### src/rtl/sata_link_ctrl_pkg.sv
// Shared definitions for the SATA link bring-up sequencer and the AHCI port registers.
//   link_state_t : FSM state encodings (IDLE..FAIL), also reported on the debug state port
//   STATE_W      : width of the state encoding
//   CNT_W        : width of the retry/drop statistics counters
//   max4, clog2_min1 : elaboration-time helpers for sizing timers and counters
package sata_link_ctrl_pkg;

  localparam int unsigned STATE_W = 3;
  localparam int unsigned CNT_W   = 8;

  typedef enum logic [STATE_W-1:0] {
    IDLE      = 3'd0,
    RESET     = 3'd1,
    PLL_WAIT  = 3'd2,
    START     = 3'd3,
    WAIT_LINK = 3'd4,
    READY     = 3'd5,
    BACKOFF   = 3'd6,
    FAIL      = 3'd7
  } link_state_t;

  function automatic int unsigned max4(input int unsigned a, input int unsigned b,
                                       input int unsigned c, input int unsigned d);
    int unsigned m;
    m = a;
    if (b > m) m = b;
    if (c > m) m = c;
    if (d > m) m = d;
    return m;
  endfunction

  function automatic int unsigned clog2_min1(input int unsigned v);
    return (v < 2) ? 1 : $clog2(v);
  endfunction

endpackage

### src/rtl/sata_link_ctrl_sync2.sv
// Two-flop synchroniser for one asynchronous PHY status bit.
//   clk   : destination clock
//   rst_n : asynchronous active-low reset, output clears to 0
//   d     : asynchronous input
//   q     : synchronised output (two clk edges of latency)
module sata_sync2 (
  input  logic clk,
  input  logic rst_n,
  input  logic d,
  output logic q
);

  logic meta;

  always_ff @(posedge clk or negedge rst_n) begin
    if (!rst_n) begin
      meta <= 1'b0;
      q    <= 1'b0;
    end else begin
      meta <= d;
      q    <= meta;
    end
  end

endmodule

### src/rtl/sata_link_ctrl.sv
// Per-port SATA link bring-up sequencer: PHY reset, OOB start, lock/link watch,
// timeout/backoff retry and link status reporting.
//   clk, rst_n        : PHY clock, asynchronous active-low reset
//   enable            : port enable (level), 0 forces IDLE
//   force_reinit      : single-cycle COMRESET request, ignored in IDLE
//   plllock, CommInit, linkup : asynchronous PHY status, synchronised internally
//   phyreset          : PHY reset, active high
//   StartComm         : one-cycle OOB start pulse
//   link_ready        : link up, datapath may run
//   link_fail         : retry budget exhausted
//   state             : FSM state (debug)
//   retry_cnt         : failed attempts since last success/reinit (saturating)
//   drop_cnt          : READY link-loss events since reset (saturating)
// Build option SATA_LINK_CTRL_STATS_EN: when undefined, retry_cnt/drop_cnt read 0 and
// the internal retry counter is only as wide as the C_RETRY_MAX compare needs.
module sata_link_ctrl
  import sata_link_ctrl_pkg::*;
#(
  parameter int unsigned C_RESET_CYCLES = 16,
  parameter int unsigned C_PLL_TIMEOUT  = 4096,
  parameter int unsigned C_LINK_TIMEOUT = 65536,
  parameter int unsigned C_BACKOFF      = 8192,
  parameter int unsigned C_RETRY_MAX    = 3
) (
  input  logic               clk,
  input  logic               rst_n,
  input  logic               enable,
  input  logic               force_reinit,
  input  logic               plllock,
  input  logic               CommInit,
  input  logic               linkup,
  output logic               phyreset,
  output logic               StartComm,
  output logic               link_ready,
  output logic               link_fail,
  output logic [STATE_W-1:0] state,
  output logic [CNT_W-1:0]   retry_cnt,
  output logic [CNT_W-1:0]   drop_cnt
);

  localparam int unsigned TMR_W =
    clog2_min1(max4(C_RESET_CYCLES, C_PLL_TIMEOUT, C_LINK_TIMEOUT, C_BACKOFF));
  localparam logic [TMR_W-1:0] RST_LD  = TMR_W'(C_RESET_CYCLES - 1);
  localparam logic [TMR_W-1:0] PLL_LD  = TMR_W'(C_PLL_TIMEOUT - 1);
  localparam logic [TMR_W-1:0] LINK_LD = TMR_W'(C_LINK_TIMEOUT - 1);
  localparam logic [TMR_W-1:0] BO_LD   = TMR_W'(C_BACKOFF - 1);

`ifdef SATA_LINK_CTRL_STATS_EN
  localparam int unsigned RETRY_W = CNT_W;
`else
  localparam int unsigned RETRY_W = clog2_min1(C_RETRY_MAX + 1);
`endif

  logic plllock_s, comminit_s, linkup_s, comminit_q, comminit_rise;
  link_state_t state_q, state_d;
  logic [TMR_W-1:0] tmr_q, tmr_d;
  logic [RETRY_W-1:0] retry_q;
  logic retry_inc, retry_clr, retry_exhausted;

  sata_sync2 u_sync_pll  (.clk(clk), .rst_n(rst_n), .d(plllock),  .q(plllock_s));
  sata_sync2 u_sync_cinit(.clk(clk), .rst_n(rst_n), .d(CommInit), .q(comminit_s));
  sata_sync2 u_sync_link (.clk(clk), .rst_n(rst_n), .d(linkup),   .q(linkup_s));

  assign comminit_rise   = comminit_s & ~comminit_q;
  assign retry_exhausted = (C_RETRY_MAX != 0) && (32'(retry_q) >= C_RETRY_MAX);

  always_comb begin
    state_d   = state_q;
    tmr_d     = (tmr_q != '0) ? tmr_q - 1'b1 : tmr_q;
    retry_inc = 1'b0;
    retry_clr = 1'b0;
    case (state_q)
      IDLE: begin
        if (enable) begin
          state_d = RESET;
          tmr_d   = RST_LD;
        end
      end
      RESET: begin
        if (tmr_q == '0) begin
          state_d = PLL_WAIT;
          tmr_d   = PLL_LD;
        end
      end
      PLL_WAIT: begin
        if (plllock_s) begin
          state_d = START;
          tmr_d   = '0;
        end else if (tmr_q == '0) begin
          state_d   = BACKOFF;
          tmr_d     = BO_LD;
          retry_inc = 1'b1;
        end
      end
      START: begin
        state_d = WAIT_LINK;
        tmr_d   = LINK_LD;
      end
      WAIT_LINK: begin
        if (linkup_s) begin
          state_d   = READY;
          tmr_d     = '0;
          retry_clr = 1'b1;
        end else if (tmr_q == '0) begin
          state_d   = BACKOFF;
          tmr_d     = BO_LD;
          retry_inc = 1'b1;
        end
      end
      READY: begin
        if (!linkup_s) begin
          state_d = RESET;
          tmr_d   = RST_LD;
        end else if (comminit_rise) begin
          state_d = START;
          tmr_d   = '0;
        end
      end
      BACKOFF: begin
        if (tmr_q == '0) begin
          if (retry_exhausted) begin
            state_d = FAIL;
            tmr_d   = '0;
          end else begin
            state_d = RESET;
            tmr_d   = RST_LD;
          end
        end
      end
      FAIL: begin
        state_d = FAIL;
      end
      default: begin
        state_d = IDLE;
        tmr_d   = '0;
      end
    endcase
    // Host overrides are applied last so they win over the per-state transition.
    if (force_reinit && (state_q != IDLE)) begin
      state_d   = RESET;
      tmr_d     = RST_LD;
      retry_inc = 1'b0;
      retry_clr = 1'b1;
    end
    if (!enable) begin
      state_d   = IDLE;
      tmr_d     = '0;
      retry_inc = 1'b0;
      retry_clr = 1'b0;
    end
  end

  // Outputs are decoded from the next state so they register in step with state_q.
  always_ff @(posedge clk or negedge rst_n) begin
    if (!rst_n) begin
      state_q    <= IDLE;
      tmr_q      <= '0;
      comminit_q <= 1'b0;
      phyreset   <= 1'b1;
      StartComm  <= 1'b0;
      link_ready <= 1'b0;
      link_fail  <= 1'b0;
    end else begin
      state_q    <= state_d;
      tmr_q      <= tmr_d;
      comminit_q <= comminit_s;
      phyreset   <= (state_d == IDLE) || (state_d == RESET);
      StartComm  <= (state_d == START);
      link_ready <= (state_d == READY);
      link_fail  <= (state_d == FAIL);
    end
  end

  always_ff @(posedge clk or negedge rst_n) begin
    if (!rst_n) begin
      retry_q <= '0;
    end else if (retry_clr) begin
      retry_q <= '0;
    end else if (retry_inc && (retry_q != '1)) begin
      retry_q <= retry_q + 1'b1;
    end
  end

  assign state = state_q;

`ifdef SATA_LINK_CTRL_STATS_EN
  logic drop_inc;
  logic [CNT_W-1:0] drop_q;

  assign drop_inc = (state_q == READY) && !linkup_s && enable && !force_reinit;

  always_ff @(posedge clk or negedge rst_n) begin
    if (!rst_n) begin
      drop_q <= '0;
    end else if (drop_inc && (drop_q != '1)) begin
      drop_q <= drop_q + 1'b1;
    end
  end

  assign retry_cnt = retry_q;
  assign drop_cnt  = drop_q;
`else
  assign retry_cnt = '0;
  assign drop_cnt  = '0;
`endif

endmodule

### config.mk
export PLATFORM = sky130hd
export DESIGN_NAME = sata_link_ctrl
export DESIGN_NICKNAME = d
export VERILOG_FILES = /design/src/rtl/sata_link_ctrl_pkg.sv /design/src/rtl/sata_link_ctrl_sync2.sv /design/src/rtl/sata_link_ctrl.sv
export SDC_FILE = /design/constraint.sdc
export NUM_CORES = 1
export LEC_CHECK = 0
export BUFFER_PORTS_ARGS = -buffer_cell sky130_fd_sc_hd__buf_2
export CELL_PAD_IN_SITES_DETAIL_PLACEMENT = 2
export CELL_PAD_IN_SITES_GLOBAL_PLACEMENT = 2
export CORE_MARGIN = 5
export CORE_UTILIZATION = 31
export CTS_CLUSTER_DIAMETER = 150
export DETAILED_ROUTE_END_ITERATION = 10
export PLACE_DENSITY_LB_ADDON = 0.1
export SYNTH_ARGS = -nofsm -noshare
export SYNTH_HDL_FRONTEND = slang
export SYNTH_SLANG_ARGS = --single-unit
### constraint.sdc
create_clock -name clk -period 2.4 [get_ports clk]
set_input_delay 0.36 -clock clk [delete_from_list [all_inputs] [get_ports clk]]
set_output_delay 0.36 -clock clk [all_outputs]
set_load 0.01 [all_outputs]
==> results.md <==
* Maximum VDD drop at 0.228 mV
* CTS clk-pin slew, worst paths at around 0.080 ns
* Clk root buf: clkbuf_8
* Layout cells sized above 1 at roughly a quarter
* CP required at 2.58 ns
* Die Wd at 91.9 um
* CTS buffer count at 5
* Area delta synth->final at 23.1%
* Worst Setup Path Type: reg2reg
* Slew margin rel. at around half
* Netlist cell types at 47
* Yosys top cell area share at approximately 37%
* Final Cycle Share at just under 100%
* Port buffer count at 13
* Max FO, Critical Path at 6
* Pwr dens at 494 mW/mm^2
* Transition time of the tightest slew-check pin at 0.764 ns
* Post-DR vias/cell at roughly 5.4
* Count leader, synth: dfrtp_1
* Vias at 1927
* Slew Limit Fails at 0
* Top_reg_cell synth: dfrtp_1
* Reg-to-reg slack, setup at 0.06 ns
* Core ar. at 0.00642 mm^2
* Synth cell count leaders: dfrtp_1 (31), nor2_1 (18), a21oi_1 (17)
* Synth Cell Area at 0.00208 mm^2
* Cell accounting for the most synthesized area: dfrtp_1
* Placer Congestion at 0.805
* Max Cap Viol at 0
* Post-synth EDFFs at 0
* Nets at 289
* Initial antenna violation count at 0
* Hold WC Path Type: in2async
* Worst setup EP type: flip-flop
* Die area at 0.00845 mm^2
* FFs w/ async S/R, synth at 100%
* RSZ-0062 raised after global routing: yes
* Fmax at 0.427 GHz
* Avg Cell Area, Syn at 8.89 um^2
* GR Layer Usage met1 at 23.4%
* Register area share after synthesis at 38.5%
* Initial drt markers at 76
* Final Hold Fails at 0
* Rows at 29
* Vias in the first global route at 2083
* Die Ht at a little over 90 um
* Maximum clock path buffer count at 2
* DRT Pass-1 Iters at 4
* Overall Global Routing Usage at 17.0%
* Diode count at 0
* Final instance area at between 0.002 and 0.003 mm^2
* Final antenna-violating net count at 0
* Hold-fix buffers, CTS at 0
* Remaining DRCs at 0
* Critical path arrival at about 2.5 ns
* Clock Sink Count at 32
* Final setup fails at 0
* Mapped Cells at 234
* Clock Latency Late Sink at 0.29 ns
* Largest net degree at the start of global routing at 33
* Yosys synthesis warning count at 0
* Dpl hpwl at 5.29 mm
* Min Clock Period, post-route at 2.34 ns
* CTS tree: done
* Grt met3 use at 2.95%
* Met2 Use GR at 27.8%
* FF-to-FF path depth at 7
* Remaining Overflow, GRT at 0
* Placed Instance Area at 0.00237 mm^2
* Status: finished, final reports clean
* WL/cell at 19.2 um
* Initial core utilization at 32.4%
* CP startpoint kind: flip-flop
* Fillers at 735
* Total Wirelength at 6.87 mm
* # IOs at 30
* GRT busiest layer: met2
* Area contributors post-synth: dfrtp_1 (37%), buf_4 (5.8%), a21oi_1 (4.1%)
* Synthesized flop and latch total at 32
* LEAKAGE at 1.14 nW
* H-tree depth at 2
* Total power draw at 1.27 mW
* First-pass GRT wire length at 11.4 mm
* Worst R2R End: retry_q[1]
* FF-to-FF Start: tmr_q[0]
* Skew final at 0.00655 ns
[power by group]
| part | leakage [nW] | internal (mW) | total, mW | switching (mW) |
|---|---|---|---|---|
| Combinational | 0.684 | 0.105 | 0.249 | 0.144 |
| Sequential | 0.416 | 0.557 | 0.575 | 0.0188 |
| Clock | 0.0404 | 0.205 | 0.442 | 0.236 |
[cell type report]
class / count / area [um^2] / share of cell area, %
Tap cell: 77 / 96.3 / 3.76
Clock buffer: 5 / 68.8 / 2.69
Timing Repair Buffer: 46 / 317 / 12.4
Multi-Input combinational cell: 189 / 1230 / 48.2
Inverter: 5 / 18.8 / 0.733
Clock inverter: 3 / 23.8 / 0.928
Sequential cell: 32 / 802 / 31.3
[critical path, stage by stage, from the launching register on]
cell and delay (ns):
dfrtp_1 0.39, inv_2 0.09, ha_4 0.13, or4b_4 0.48, or4_4 0.52, nor4_4 0.30, mux2i_1 0.25, nor2_1 0.06
[registers in the layout, summed over array words and instances (netlist names)]
| signal | count |
|---|---|
| StartComm | 1 |
| comminit_q | 1 |
| link_fail | 1 |
| link_ready | 1 |
| phyreset | 1 |
| retry_q | 2 |
| state | 3 |
| tmr_q | 16 |
| u_sync_cinit.meta | 1 |
| u_sync_cinit.q | 1 |
| u_sync_link.meta | 1 |
| u_sync_link.q | 1 |
| u_sync_pll.meta | 1 |
| u_sync_pll.q | 1 |
[cell usage in the layout, fill, tap and decap left out, drive strengths merged, types with 2 or more instances in the layout]
cell and instances:
nand4 2, clkinvlp 2, o21ai 16, nand3b 3
nor2 18, o21a 2, nor3b 5, and3b 3
xor2 3, nand2 13, xnor2 6, nor2b 4
clkbuf 5, a211oi 5, or2 2, nor3 10
and2 4, nor4b 3, nand3 5, nor4 7
a21oi 17, conb 16, o211ai 3, a31oi 4
or3 8, or4 5, ha 3, mux2i 4
buf 46, dfrtp 31, inv 5, nand2b 5
o31ai 3
[metrics by stage]
step                      setup TNS (ns)  hold slack, ns  setup WS [ns]  instances  utilization (%)
after floorplan                        0          0.0644         0.0558        249                -
after global placement            -0.116           0.333        -0.0609        346             36.9
after detailed placement          -0.420           0.344         -0.150        346             36.9
after CTS                        -0.0124           0.157        -0.0119        356             39.4
after global routing             -0.0225           0.155        -0.0125        357             39.9
final                                  0           0.133         0.0601        357             39.9
[routing by layer]
metal	routed length, um	part of all wire (%)
met3	227	3.3
met2	3150	46
met1	3420	50
met4	72	1.0
met5	0	0
[kinds of logic (layout without fill, tap and decap cells)]
family	after synthesis	count (layout)	synth area share (%)
fa+ha+maj	3	3	1.80
flops	32	32	38.5
xor+xnor	9	9	3.79
other cells	1	16	0.180
buf+inv	28	59	8.30
compound gates	58	58	17.4
mux	4	4	1.92
simple gates	99	99	28.1
[worst max-delay path by stage]
stage                   from          to  slack [ns]  depth (start not counted)
finish              tmr_q[0]  retry_q[1]        0.06                          7
floorplan           tmr_q[0]    phyreset        0.06                          7
global placement    tmr_q[1]  link_ready       -0.06                          8
global route        tmr_q[1]  retry_q[1]       -0.01                          7
CTS                 tmr_q[0]  retry_q[1]       -0.01                          7
detailed placement  tmr_q[0]  link_ready       -0.15                          8
[what timing repair did]
item / CTS / global route
buffers inserted: 2 / 1
gates resized for setup: 13 / 6
pin swaps: 2 / 1
endpoints found under the setup margin: 6 / 17
hold endpoints to repair: 0 / 0
No activity file was read; power rests on OpenSTA's default activity.
